## src/rtl/uart_tx_arb.sv

```systemverilog
`default_nettype none
// ============================================================================
// Module      : uart_tx_arb
// Description : Round-robin, message-atomic arbiter that shares one UART
//               write channel between NUM_REQ byte-stream requesters.
//               Define UART_ARB_TAG_EN to prefix each message with a
//               source tag byte (TAG_BASE + requester index).
// Revision    : 1.0 - initial release
// ============================================================================
module uart_tx_arb #(
    parameter int         NUM_REQ  = 4,
    parameter logic [7:0] TAG_BASE = 8'hF0
) (
    input  logic                   clk,
    input  logic                   rst,
    input  logic [8*NUM_REQ-1:0]   req_data,
    input  logic [NUM_REQ-1:0]     req_valid,
    input  logic [NUM_REQ-1:0]     req_last,
    output logic [NUM_REQ-1:0]     req_ready,
    output logic [7:0]             uart_wr_data,
    output logic                   uart_wr_valid,
    input  logic                   uart_wr_ready,
    output logic [NUM_REQ-1:0]     grant,
    output logic                   busy
);

    localparam int IDXW = $clog2(NUM_REQ);

`ifdef UART_ARB_TAG_EN
    typedef enum logic [1:0] {IDLE = 2'd0, XFER = 2'd1, TAG = 2'd2} state_t;
`else
    typedef enum logic [1:0] {IDLE = 2'd0, XFER = 2'd1} state_t;
    logic [7:0] tag_unused;
    assign tag_unused = TAG_BASE;
`endif

    state_t              state_q, state_d;
    logic [NUM_REQ-1:0]  grant_q, grant_d;
    logic [IDXW-1:0]     gidx_q, gidx_d;
    logic [IDXW-1:0]     rr_ptr_q, rr_ptr_d;

    logic [7:0]          data_arr [NUM_REQ];
    logic                pick_found;
    logic [IDXW-1:0]     pick_idx;
    int unsigned         cand;

    for (genvar gi = 0; gi < NUM_REQ; gi++) begin : g_unpack
        assign data_arr[gi] = req_data[8*gi +: 8];
    end

    // Scan from farthest to nearest so the nearest requester after rr_ptr wins.
    always_comb begin
        pick_found = 1'b0;
        pick_idx   = '0;
        cand       = 0;
        for (int k = NUM_REQ; k >= 1; k--) begin
            cand = (32'(rr_ptr_q) + 32'(k)) % NUM_REQ;
            if (req_valid[IDXW'(cand)]) begin
                pick_found = 1'b1;
                pick_idx   = IDXW'(cand);
            end
        end
    end

    always_ff @(posedge clk or posedge rst) begin
        if (rst) begin
            state_q  <= IDLE;
            grant_q  <= '0;
            gidx_q   <= '0;
            rr_ptr_q <= IDXW'(NUM_REQ - 1);
        end else begin
            state_q  <= state_d;
            grant_q  <= grant_d;
            gidx_q   <= gidx_d;
            rr_ptr_q <= rr_ptr_d;
        end
    end

    always_comb begin
        state_d       = state_q;
        grant_d       = grant_q;
        gidx_d        = gidx_q;
        rr_ptr_d      = rr_ptr_q;
        uart_wr_valid = 1'b0;
        uart_wr_data  = 8'h00;
        req_ready     = '0;
        case (state_q)
            IDLE: begin
                if (pick_found) begin
                    grant_d = {{(NUM_REQ-1){1'b0}}, 1'b1} << pick_idx;
                    gidx_d  = pick_idx;
`ifdef UART_ARB_TAG_EN
                    state_d = TAG;
`else
                    state_d = XFER;
`endif
                end
            end
`ifdef UART_ARB_TAG_EN
            TAG: begin
                uart_wr_valid = 1'b1;
                uart_wr_data  = TAG_BASE + 8'(gidx_q);
                if (uart_wr_ready) begin
                    state_d = XFER;
                end
            end
`endif
            XFER: begin
                uart_wr_valid     = req_valid[gidx_q];
                uart_wr_data      = data_arr[gidx_q];
                req_ready[gidx_q] = uart_wr_ready;
                if (req_valid[gidx_q] && uart_wr_ready && req_last[gidx_q]) begin
                    state_d  = IDLE;
                    grant_d  = '0;
                    rr_ptr_d = gidx_q;
                end
            end
            default: begin
                state_d = IDLE;
                grant_d = '0;
            end
        endcase
    end

    assign grant = grant_q;
    assign busy  = (state_q != IDLE);

endmodule
`default_nettype wire
```

## config.mk

```make
export PLATFORM = sky130hd
export DESIGN_NAME = uart_tx_arb
export DESIGN_NICKNAME = d
export VERILOG_FILES = /design/src/rtl/uart_tx_arb.sv
export SDC_FILE = /design/constraint.sdc
export NUM_CORES = 1
export LEC_CHECK = 0
export ABC_CLOCK_PERIOD_IN_PS = 3600
export BUFFER_PORTS_ARGS = -buffer_cell sky130_fd_sc_hd__buf_2
export CAP_MARGIN = 30
export CORE_MARGIN = 2
export CORE_UTILIZATION = 43
export DETAILED_ROUTE_END_ITERATION = 10
export GPL_TIMING_DRIVEN = 0
export PLACE_DENSITY = 0.83
export SLEW_MARGIN = 20
export SYNTH_ARGS = -nofsm -noshare
export SYNTH_HDL_FRONTEND = slang
export SYNTH_SLANG_ARGS = --single-unit
```

## constraint.sdc

```tcl
create_clock -name clk -period 3.6 [get_ports clk]
set_input_delay 0.54 -clock clk [delete_from_list [all_inputs] [get_ports clk]]
set_output_delay 0.54 -clock clk [all_outputs]
set_load 0.05 [all_outputs]
```

After elaboration in Yosys (flattened, before gate mapping). Index checks and enable logic that the tools add are counted.

Order comparisons: 7. Reduce and logical (&&, ||, !) cells: 8. Eq/ne operators: 3. Muxes and demuxes: 34. Bitwise gates (word level): 2. Div/mod/pow operators: 0. Add/subtract/negate cells: 4. Shifts and indexed selects: 1. Multiply operators: 0.

Operators with widths (number): $mux 8 (3); $bmux 8 s2 (1); $lt 2x3->1 const B (5); $bmux 1 s2 (6); $mux 1 (12); $mux 2 (6); $mux 4 (3); $pmux 4 s2 (1); $reduce_and 2->1 (3); $add 2x1->2 const B (2); $add 2x2->2 const B (2); $and 4x4->4 (1); $ne 2x2->1 const B (2); $pmux 2 s2 (1); $shl 1x2->4 const A (1); $ge 3x3->1 const B (1); $logic_and 1x1->1 (3); $not 2->3 (1); $demux 1 s2 (1); $eq 2x1->1 const B (1); $ge 2x1->1 const B (1); $logic_not 2->1 (1); $reduce_bool 2->1 (1).

Memories: 0. Bits in writable memories: 0. Bits in latches: 0. Input port bits: 43. Bits in registers: 10. Word-level logic and storage cells: 63. Memory bits (read-only): 0.

Logic depth before layout (Yosys ltp). Gate-level depths: netlist of run 1.

Depth after elaboration: 10. Depth in mapped cells: 5. Depth with buffers taken out: 4.

Worst setup path after synthesis of run 1. Ideal clock, no wire load.

Path kind: reg2out. Start point: register state_q[0]. End point: output uart_wr_valid. Slack: 0.994 ns. Cell stages (with the launch flop): 4. Data arrival time: 2.066 ns. Cells stage by stage: dfrtp_1 > buf_4 > inv_1 > a211oi_1.

Word-level cells in the longest chain between the ends: 2.

Ends and longest elaborated chain: from (decl) (line 37) `state_t state_q, state_d;`; from (signal assigned) (line 72) `state_q <= state_d;`; $eq 2x1->1 (line 87) `case (state_q)`; $mux 1 (line 87); to (decl) (line 21) `output logic uart_wr_valid,`.

No other way between the ends.

Worst setup path in the final report of run 1.
Start point: register gidx_q[0]. End point: output uart_wr_data[4].

Word-level cells in the longest chain between the ends: 5.

Ends and longest elaborated chain: from (decl) (line 39) `logic [IDXW-1:0] gidx_q, gidx_d;`; from (signal assigned) (line 74) `gidx_q <= gidx_d;`; $not 2->3 (not written as such) (line 110) `uart_wr_data = data_arr[gidx_q];`; $bmux 8 s2 (line 110); $mux 8 (not written as such) (2 in series) (line 110); $mux 8 (line 87); to (decl) (line 20) `output logic [7:0] uart_wr_data,`.

No other way between the ends. The select of a mux whose other input is x is not followed.

==> impl_metrics.csv, run 1 <==
group,metric,value,unit
outcome,status,"complete, no violations",
drt,via_count,876,
global_routing,use_met2,40.5,%
worst_setup_path,crit_chain,"buf_6 -> buf_6 -> mux4_2 -> and2_1 -> buf_2",
worst_setup_path,rrSetupSlack,2120,ps
synth,synth_compound_area_share,15.7,%
flow_run,maxCapViolCount,0,
synth,ys_types,30,
drt,via_per_inst,5.34,
synth,syn-mean-instance-area,11.1,um2
cells_and_area,stdcell_count,164,
floorplanning,num_rows,15,
sta,rsz0062_at_grt,"no",
drt,dr.pass1.iters,4,
sta,hold_violations,0,
global_routing,grt_usage,20.9,%
synth,synth_edf_count,0,
worst_setup_path,crit_type,"flop to output pin",
worst_setup_path,slowest_stage,"mux4_2",
worst_setup_path,cp.buffers_inverters,3,
clock_tree,cts_sinks,9,
drt,wirelength,2330,um
placement,port_buffers,60,
clock_tree,clkLatencyLatePin,260,ps
floorplanning,die_y,48.0,um
drt,detail-route-antenna-nets,0,
sta,fin_crit,2300,ps
synth,syn_area,831,um2
placement,pre_cts_slack,1560,ps
global_routing,antenna_found_initial,0,
clock_tree,clk_pin_slew,60,ps
global_routing,grt_pass1_wl,3380,um
synth,synth_cells,75,
cells_and_area,nets,183,
placement,gp_congestion,0.779,
cells_and_area,nFillCells,160,
clock_tree,ctsRootBufferMaster,"clkbuf_4",
worst_setup_path,cpMostUsedCell,"buf_6",
sta,maxSlewHeadroom,77.7,%
worst_setup_path,worstPathArrival,1760,ps
worst_setup_path,crit_path_max_fanout,10,
clock_tree,numCtsBuffers,3,
clock_tree,clk_path_buf_depth,2,
synth,yosysWarnings,0,
cells_and_area,area_delta_synth_final,43.1,%
synth,synth_ff_type,"dfrtp_1",
synth,synth_nets,118,
sta,totalNegativeSetupSlack,0,ps
synth,synth_top_family_by_area,"multiplexers",
min_path,hp-class,"primary input to asynchronous set/reset pin",
sta,maxSlewViolCount,0,
pwr,p_leak,0.607,nW
synth,synth_xor_area_share,0,%
floorplanning,io-pin-count,61,
sta,fmax,435,MHz
floorplanning,die_area,0.00230,mm2
worst_setup_path,end_kind,"output pin",
global_routing,grt_busiest_layer,"met2",
drt,wire_per_inst,14.2,um
clock_tree,cts_tree,"yes",
clock_tree,holdBufCountCts,0,
pwr,vdd_ir_drop_max,0.000459,V
worst_setup_path,critical-path-top-delay-family,"multiplexers",
sta,worst_slew_pin_slew,334,ps
clock_tree,postCtsSetupBuffers,0,
worst_setup_path,cp_slowest_stage_delay,500,ps
synth,synthSimpleGateAreaFrac,19.0,%
global_routing,grt.overflow.total,0,
synth,async_flop_share,100,%
floorplanning,coreArea,0.00176,mm2
worst_setup_path,critPathLaunchType,"flop",
synth,synth_mux_area_share,30.1,%
worst_setup_path,r2r_end,"rr_ptr_q[1]",
cells_and_area,drive_gt1_share,61.2,%
worst_setup_path,reg2reg_from,"gidx_q[1]",
global_routing,grt_pass1_vias,842,
drt,drc,0,
sta,clock_skew,2.50,ps
worst_setup_path,worstPathRequired,3060,ps
synth,synthAdderAreaFrac,0,%
drt,dr.first_iter.drc_count,9,
clock_tree,h-tree-depth,1,
global_routing,grtUsageMet1,20.1,%
placement,hpwl,1970,um
synth,ys_seq_area_share,27.4,%
sta,finalCritPeriodShare,63.9,%
worst_setup_path,worstRegToRegCells,5,
sta,fin_ws,1300,ps
global_routing,grt_max_degree,11,
floorplanning,die_w,48.0,um
clock_tree,cts_resized,0,
floorplanning,start_util,47.1,%
placement,placed_cells,160,
cells_and_area,diodes,0,
global_routing,grt_util_met3,6.79,%
sta,setup_violations,0,
pwr,power.density,964,mW/mm2
synth,synth-seq-cells,9,
==> cell usage after synthesis, drive strengths merged (3+ instances only) <==
master	instances	area, um2
and2	8	50.1
nor2	5	18.8
nor3	4	30.0
buf	6	53.8
a32o	4	40.0
nand2	4	15.0
inv	3	11.3
a21o	3	22.5
mux4	8	180
dfrtp	7	175
mux2i	4	40.0
==> sequential cells by signal (all words and copies together) (netlist names) <==
register,count
rr_ptr_q,2
state_q,1
gidx_q,2
grant,4
==> metrics by stage <==
| step | util (%) | power, mW | hold WS (ps) | area (um2) |
|---|---|---|---|---|
| 2_1_floorplan | - | 0.898 | 366 | 831 |
| 3_5_place_dp | 65.9 | 1.08 | 508 | 1160 |
| 4_1_cts | 67.4 | 1.16 | 231 | 1190 |
| 5_1_grt | 67.4 | 1.21 | 259 | 1190 |
| 6_report | 67.4 | 1.15 | 229 | 1190 |
| 3_3_place_gp | 65.9 | 1.06 | 505 | 1160 |
==> area by class of cell <==
cell class / instances / area [um2] / area share, %
multi-input cells: 57 / 538 / 45.3
repair buffers: 60 / 300 / 25.3
flip-flops and latches: 9 / 228 / 19.2
plain buffers: 6 / 53.8 / 4.53
well taps: 25 / 31.3 / 2.63
clock buffers: 4 / 26.3 / 2.21
inverters: 3 / 11.3 / 0.947
==> where the power goes <==
part	total (mW)	switching [mW]	internal, mW
logic	0.888	0.572	0.317
registers	0.182	0.0322	0.149
clock network	0.0753	0.0328	0.0425
==> worst max path at each step <==
stage / from / to / slack [ps] / depth (start not counted)
final: gidx_q[0] / uart_wr_data[4] / 1300 / 5
after global routing: gidx_q[0] / uart_wr_data[1] / 1210 / 5
after CTS: gidx_q[0] / uart_wr_data[4] / 1280 / 5
after detailed placement: gidx_q[0] / uart_wr_data[4] / 1560 / 5
after global placement: gidx_q[0] / uart_wr_data[0] / 1580 / 5
after floorplan: state_q[0] / uart_wr_valid / 990 / 3
==> kinds of logic (layout without fill, tap and decap cells) <==
family	Yosys count	count (layout)
AND/OR/NAND/NOR	28	28
AO/OA/AOI/OAI	15	15
multiplexers	14	14
flip-flops	9	9
buffers and inverters	9	73
==> layer usage <==
metal  up-vias  part of all wire, %
met5         -                    0
met4         0                 0.60
met3         3                   12
met2        44                   53
met1       414                   34
li1        415                    -
==> placed cells by master (no fill, tap or decap), types with 2 or more instances in the layout <==
master     n
nor2b_1    2
mux4_2     8
and2_1     8
inv_1      3
dfrtp_1    7
a21o_1     3
nor2_1     5
buf_2     61
buf_6      3
clkbuf_4   3
mux2_4     2
nor3_2     2
dfstp_2    2
buf_4      2
nor3_1     2
mux2i_1    4
nand2_1    4
a32o_1     4
Power figures use the tool's default switching activity.
==> inputs of run 2 (changes only) <==
--- a/config.mk
+++ b/config.mk
@@ -5,14 +5,15 @@
 export SDC_FILE = /design/constraint.sdc
 export NUM_CORES = 1
 export LEC_CHECK = 0
-export ABC_CLOCK_PERIOD_IN_PS = 3600
+export ABC_AREA = 1
+export ABC_CLOCK_PERIOD_IN_PS = 2350
 export BUFFER_PORTS_ARGS = -buffer_cell sky130_fd_sc_hd__buf_2
 export CAP_MARGIN = 30
 export CORE_MARGIN = 2
-export CORE_UTILIZATION = 43
+export CORE_UTILIZATION = 41
 export DETAILED_ROUTE_END_ITERATION = 10
 export GPL_TIMING_DRIVEN = 0
-export PLACE_DENSITY = 0.83
+export PLACE_DENSITY = 0.77
 export SLEW_MARGIN = 20
 export SYNTH_ARGS = -nofsm -noshare
 export SYNTH_HDL_FRONTEND = slang
==> constraint.sdc (replaced) <==
create_clock -name clk -period 2.35 [get_ports clk]
set_input_delay 0.3525 -clock clk [delete_from_list [all_inputs] [get_ports clk]]
set_output_delay 0.3525 -clock clk [all_outputs]
set_load 0.05 [all_outputs]
==> run 2 against run 1 <==
Net effect: synthesized cell count increased by 100%; critical endpoint is now uart_wr_valid; count of clock-buffer cells in the layout unchanged; flip-flop and latch count unchanged; register-to-register slack got worse by 1400 ps; area after synthesis increased by 9.3%; combinational power increased by 93%; largest power group unchanged; cell count increased by 48%; via count increased by 40%; die area increased by 13%; critical path type unchanged.
==> impl_metrics.csv, run 2 <==
group,metric,value,unit
worst_setup_path,critPathLaunchType,"flop",
floorplanning,die_y,51.1,um
sta,finalCritPeriodShare,88.9,%
floorplanning,start_util,42.3,%
clock_tree,ctsRootBufferMaster,"clkbuf_4",
clock_tree,cts_sinks,9,
synth,yosys-top-cells-area,"nand2_1 (27%), dfrtp_1 (19%), a22oi_1 (8.3%)",
cells_and_area,nFillCells,205,
drt,wire_per_inst,11.4,um
floorplanning,io-pin-count,61,
worst_setup_path,r2r_end,"grant[0]",
worst_setup_path,reg2reg_from,"rr_ptr_q[0]",
sta,rsz0062_at_grt,"no",
cells_and_area,diodes,0,
pwr,p_leak,0.755,nW
clock_tree,postCtsSetupBuffers,0,
clock_tree,clk_path_buf_depth,2,
placement,pre_cts_slack,560,ps
synth,ys_types,23,
drt,dr.pass1.iters,5,
synth,ys_seq_area_share,25.1,%
drt,routed.top_layer,"met4",
drt,drc,0,
floorplanning,die_w,51.1,um
worst_setup_path,crit_path_max_fanout,10,
synth,synth_nets,193,
floorplanning,coreArea,0.00215,mm2
worst_setup_path,crit_type,"flop to output pin",
synth,synth_cells,150,
drt,met3_wirelength,93,um
sta,fmax,479,MHz
clock_tree,numCtsBuffers,3,
cells_and_area,nets,258,
drt,dr.first_iter.drc_count,34,
drt,detail-route-antenna-nets,0,
cells_and_area,post-route-util,59.1,%
floorplanning,die_area,0.00261,mm2
pwr,power.density,1650,mW/mm2
synth,async_flop_share,100,%
sta,totalNegativeSetupSlack,0,ps
sta,holdWs,33.8,ps
cells_and_area,area_delta_synth_final,39.8,%
drt,dr_wl_met2,1310,um
placement,hpwl,2180,um
global_routing,grt_usage,23.0,%
synth,synth-seq-cells,9,
worst_setup_path,worstRegToRegCells,12,
clock_tree,h-tree-depth,1,
pwr,seqPwrFrac,12.8,%
cells_and_area,final_cell_mix,"nand2_1 (66), buf_2 (60), nand3_1 (14)",
sta,fin_crit,2090,ps
cells_and_area,final_area,0.00127,mm2
drt,met1_length,1320,um
outcome,status,"complete, no violations",
placement,gp_congestion,0.783,
pwr,p_total,2.10,mW
global_routing,grt_pass1_vias,1131,
drt,via_per_inst,5.07,
synth,syn_area,908,um2
synth,synth_most_common_cell,"nand2_1",
floorplanning,num_rows,17,
synth,synth_common_cells,"nand2_1 (66), nand3_1 (14), inv_1 (13)",
synth,synth_ff_type,"dfrtp_1",
cells_and_area,drive_gt1_share,38.3,%
sta,hold_violations,0,
pwr,comb_power_share,81.6,%
placement,placed_cell_area,0.00124,mm2
placement,placed_cells,238,
sta,setup_violations,0,
synth,synth_edf_count,0,
global_routing,grt_pass1_wl,4740,um
clock_tree,clk_pin_slew,60,ps
pwr,p_sw,1.35,mW
flow_run,maxCapViolCount,0,
pwr,p_int,0.752,mW
clock_tree,holdBufCountCts,0,
synth,yosysWarnings,0,
synth,syn-mean-instance-area,6.06,um2
synth,synth_largest_area_cell,"nand2_1",
placement,port_buffers,60,
sta,maxSlewViolCount,0,
sta,fin_ws,261,ps
cells_and_area,stdcell_count,242,
worst_setup_path,worstPathRequired,2000,ps
global_routing,grt.overflow.total,0,
worst_setup_path,rrSetupSlack,700,ps
clock_tree,cts_resized,0,
worst_setup_path,worstPathArrival,1740,ps
sta,worst_slew_pin_slew,479,ps
sta,maxSlewHeadroom,68.1,%
global_routing,grt_max_degree,11,
pwr,p_clk_share,5.6,%
clock_tree,cts_tree,"yes",
clock_tree,clkLatencyLatePin,260,ps
synth,synth.top_cell.area_share,27.3,%
pwr,p_sw_share,64.2,%
pwr,vdd_ir_drop_max,0.000883,V
cells_and_area,final_common_cell,"nand2_1",
cells_and_area,largest_register_ffs,4,
min_path,hp-class,"primary input to asynchronous set/reset pin",
drt,wirelength,2770,um
sta,clock_skew,2.49,ps
drt,via_count,1228,
global_routing,antenna_found_initial,0,
worst_setup_path,end_kind,"output pin",
==> run 2: layout make-up <==
cell class / instances / area [um2] / share of cell area (%)
Inverter: 18 / 70.1 / 5.52
Clock buffer: 4 / 26.3 / 2.07
Buffer: 4 / 33.8 / 2.66
Multi-Input combinational cell: 119 / 577 / 45.4
Timing Repair Buffer: 60 / 300 / 23.6
Sequential cell: 9 / 228 / 17.9
Tap cell: 28 / 35.0 / 2.76
==> run 2: worst max-delay path, stage by stage (launching register included) <==
cell     delay, ps
dfrtp_1        370
buf_6          130
nor2_2         350
a22oi_2        160
a21oi_1        170
buf_2          280
==> run 2: worst max path at each step <==
| stage | slack, ps | depth (start not counted) | from | end |
|---|---|---|---|---|
| after floorplan | 60 | 2 | state_q[0] | req_ready[0] |
| after global placement | 550 | 5 | gidx_q[0] | uart_wr_valid |
| after detailed placement | 560 | 5 | gidx_q[1] | uart_wr_data[1] |
| after CTS | 270 | 5 | gidx_q[1] | uart_wr_valid |
| after global routing | 140 | 5 | gidx_q[0] | uart_wr_data[0] |
| final | 260 | 5 | gidx_q[0] | uart_wr_valid |
==> run 2: logic make-up after synthesis <==
group                  count (synthesis)  synth area share (%)
flip-flops                             9                  25.1
buffers and inverters                 22                  11.4
AO/OA/AOI/OAI                         27                  21.1
AND/OR/NAND/NOR                       92                  42.4
==> run 2: power by group through the flow <==
stage	clock (mW)	combinational, mW	sequential, mW
floorplan	0	1.25	0.366
global placement	0	1.67	0.267
detailed placement	0	1.70	0.271
CTS	0.122	1.70	0.268
global route	0.126	1.87	0.278
finish	0.118	1.71	0.268
==> run 2: layer usage <==
metal,up-vias,track usage [%]
met2,37,38.1
met4,0,7.21
met5,-,0
li1,624,-
met3,7,2.05
met1,560,31.4
==> inputs of run 3 (changes only) <==
--- a/config.mk
+++ b/config.mk
@@ -13,8 +13,7 @@
 export CORE_UTILIZATION = 41
 export DETAILED_ROUTE_END_ITERATION = 10
 export GPL_TIMING_DRIVEN = 0
-export PLACE_DENSITY = 0.77
-export SLEW_MARGIN = 20
+export PLACE_DENSITY = 0.78
 export SYNTH_ARGS = -nofsm -noshare
 export SYNTH_HDL_FRONTEND = slang
 export SYNTH_SLANG_ARGS = --single-unit
==> run 3 against run 2 <==
Net effect: register-to-register slack is essentially flat; combinational power is essentially flat; die area did not move; largest power group unchanged.
==> impl_metrics.csv, run 3 (same netlist as run 2, synthesis figures left out) <==
group,metric,value,unit
pwr,power.density,1650,mW/mm2
sta,maxSlewViolCount,0,
clock_tree,cts_sinks,9,
worst_setup_path,worstPathRequired,2000,ps
placement,port_buffers,60,
pwr,seqPwrFrac,12.8,%
pwr,p_total,2.10,mW
drt,via_count,1224,
sta,rsz0062_at_grt,"no",
floorplanning,die_area,0.00261,mm2
cells_and_area,final_cell_mix,"nand2_1 (66), buf_2 (60), nand3_1 (14)",
placement,gp_congestion,0.764,
worst_setup_path,critPathLaunchType,"flop",
outcome,status,"complete, no violations",
worst_setup_path,cp.buffers_inverters,2,
global_routing,grt_pass1_vias,1180,
pwr,p_sw,1.35,mW
pwr,vdd_ir_drop_max,0.00104,V
clock_tree,numCtsBuffers,3,
clock_tree,clk_path_buf_depth,2,
pwr,comb_power_share,81.5,%
worst_setup_path,crit_path_max_fanout,10,
drt,wire_per_inst,11.4,um
clock_tree,postCtsSetupBuffers,0,
worst_setup_path,worstPathArrival,1760,ps
worst_setup_path,slowest_stage,"nor2_2",
pwr,p_int,0.752,mW
floorplanning,coreArea,0.00215,mm2
global_routing,grt_max_degree,11,
pwr,p_clk_share,5.7,%
worst_setup_path,rrSetupSlack,700,ps
floorplanning,die_w,51.1,um
cells_and_area,diodes,0,
clock_tree,holdBufCountCts,0,
cells_and_area,area_delta_synth_final,39.8,%
sta,clock_skew,0.993,ps
worst_setup_path,cp_slowest_stage_delay,400,ps
cells_and_area,nets,258,
clock_tree,h-tree-depth,1,
global_routing,antenna_found_initial,0,
worst_setup_path,r2r_end,"grant[0]",
sta,totalNegativeSetupSlack,0,ps
sta,finalCritPeriodShare,90.0,%
global_routing,grt_pass1_wl,4680,um
cells_and_area,drive_gt1_share,38.3,%
sta,hold_violations,0,
cells_and_area,largest_register_ffs,4,
drt,detail-route-antenna-nets,0,
sta,worst_slew_pin_slew,480,ps
clock_tree,clkLatencyLatePin,260,ps
cells_and_area,final_common_cell,"nand2_1",
sta,setup_violations,0,
flow_run,maxCapViolCount,0,
pwr,p_leak,0.755,nW
floorplanning,die_y,51.1,um
clock_tree,ctsRootBufferMaster,"clkbuf_4",
sta,fin_crit,2120,ps
min_path,hp-class,"primary input to asynchronous set/reset pin",
worst_setup_path,crit_type,"flop to output pin",
global_routing,grt.overflow.total,0,
worst_setup_path,reg2reg_from,"rr_ptr_q[0]",
floorplanning,start_util,42.3,%
sta,fmax,473,MHz
drt,drc,0,
floorplanning,num_rows,17,
clock_tree,cts_tree,"yes",
placement,hpwl,2280,um
pwr,p_sw_share,64.2,%
drt,via_per_inst,5.06,
cells_and_area,nFillCells,209,
sta,maxSlewHeadroom,68.0,%
worst_setup_path,worstRegToRegCells,12,
worst_setup_path,crit_chain,"buf_4 -> nor2_2 -> a22oi_1 -> a31oi_1 -> buf_2",
cells_and_area,multiInputGateArea,577,um2
worst_setup_path,end_kind,"output pin",
cells_and_area,regArea,228,um2
drt,wirelength,2770,um
clock_tree,cts_resized,0,
drt,dr.pass1.iters,4,
drt,dr.first_iter.drc_count,24,
global_routing,grt_usage,22.5,%
clock_tree,clk_pin_slew,60,ps
worst_setup_path,critical-path-top-delay-family,"buffers and inverters",
floorplanning,io-pin-count,61,
run 3: cell counts in the layout (fill, tap and decap cells not counted):
Identical to the previous run, type by type.
run 3: layout make-up:
type | count | share of cell area, %
plain buffers | 4 | 2.66
flip-flops and latches | 9 | 17.9
inverters | 18 | 5.52
multi-input cells | 119 | 45.4
clock buffers | 4 | 2.07
repair buffers | 60 | 23.6
well taps | 28 | 2.76
run 3: layer usage:
layer,GRT usage [%],vias up,wire length [um]
met3,3.80,6,117
met1,28.5,555,1200
met2,38.7,36,1410
met4,7.21,0,40
met5,0,-,0
li1,-,627,-
run 3: how the worst max path moves through the flow:
stage	to	cells past startpoint	slack (ps)	from
floorplan	req_ready[0]	2	60	state_q[0]
global placement	uart_wr_data[0]	5	550	gidx_q[0]
detailed placement	uart_wr_valid	5	540	gidx_q[0]
CTS	uart_wr_data[3]	5	230	gidx_q[0]
global route	uart_wr_valid	5	120	gidx_q[1]
finish	uart_wr_data[5]	5	230	gidx_q[1]
run 3: power by group through the flow:
stage / Clock (mW) / Combinational [mW] / Sequential (mW)
finish: 0.120 / 1.71 / 0.269
global route: 0.133 / 1.85 / 0.275
CTS: 0.124 / 1.71 / 0.268
detailed placement: 0 / 1.70 / 0.271
global placement: 0 / 1.67 / 0.267
floorplan: 0 / 1.25 / 0.366
run 3: worst reg2reg max path, stage by stage (launching register included):
cell,delay [ps]
dfstp_2,530
buf_6,140
inv_4,60
nand2_1,60
nand2_1,70
nand2_1,120
nand2_1,80
inv_2,80
nand3_2,80
nand2_2,140
nor2_1,80
nand2_1,60
nand2_1,50
run 3: per-stage QoR:
stage	std cells	utilization [%]	hold WS, ps	setup WS, ps	area, um2
after CTS	242	59.1	40.1	226	1270
after global placement	238	57.9	314	545	1240
after detailed placement	238	57.9	323	539	1240
after floorplan	150	-	179	60.7	908
after global routing	242	59.1	47.6	122	1270
final	242	59.1	32.7	234	1270
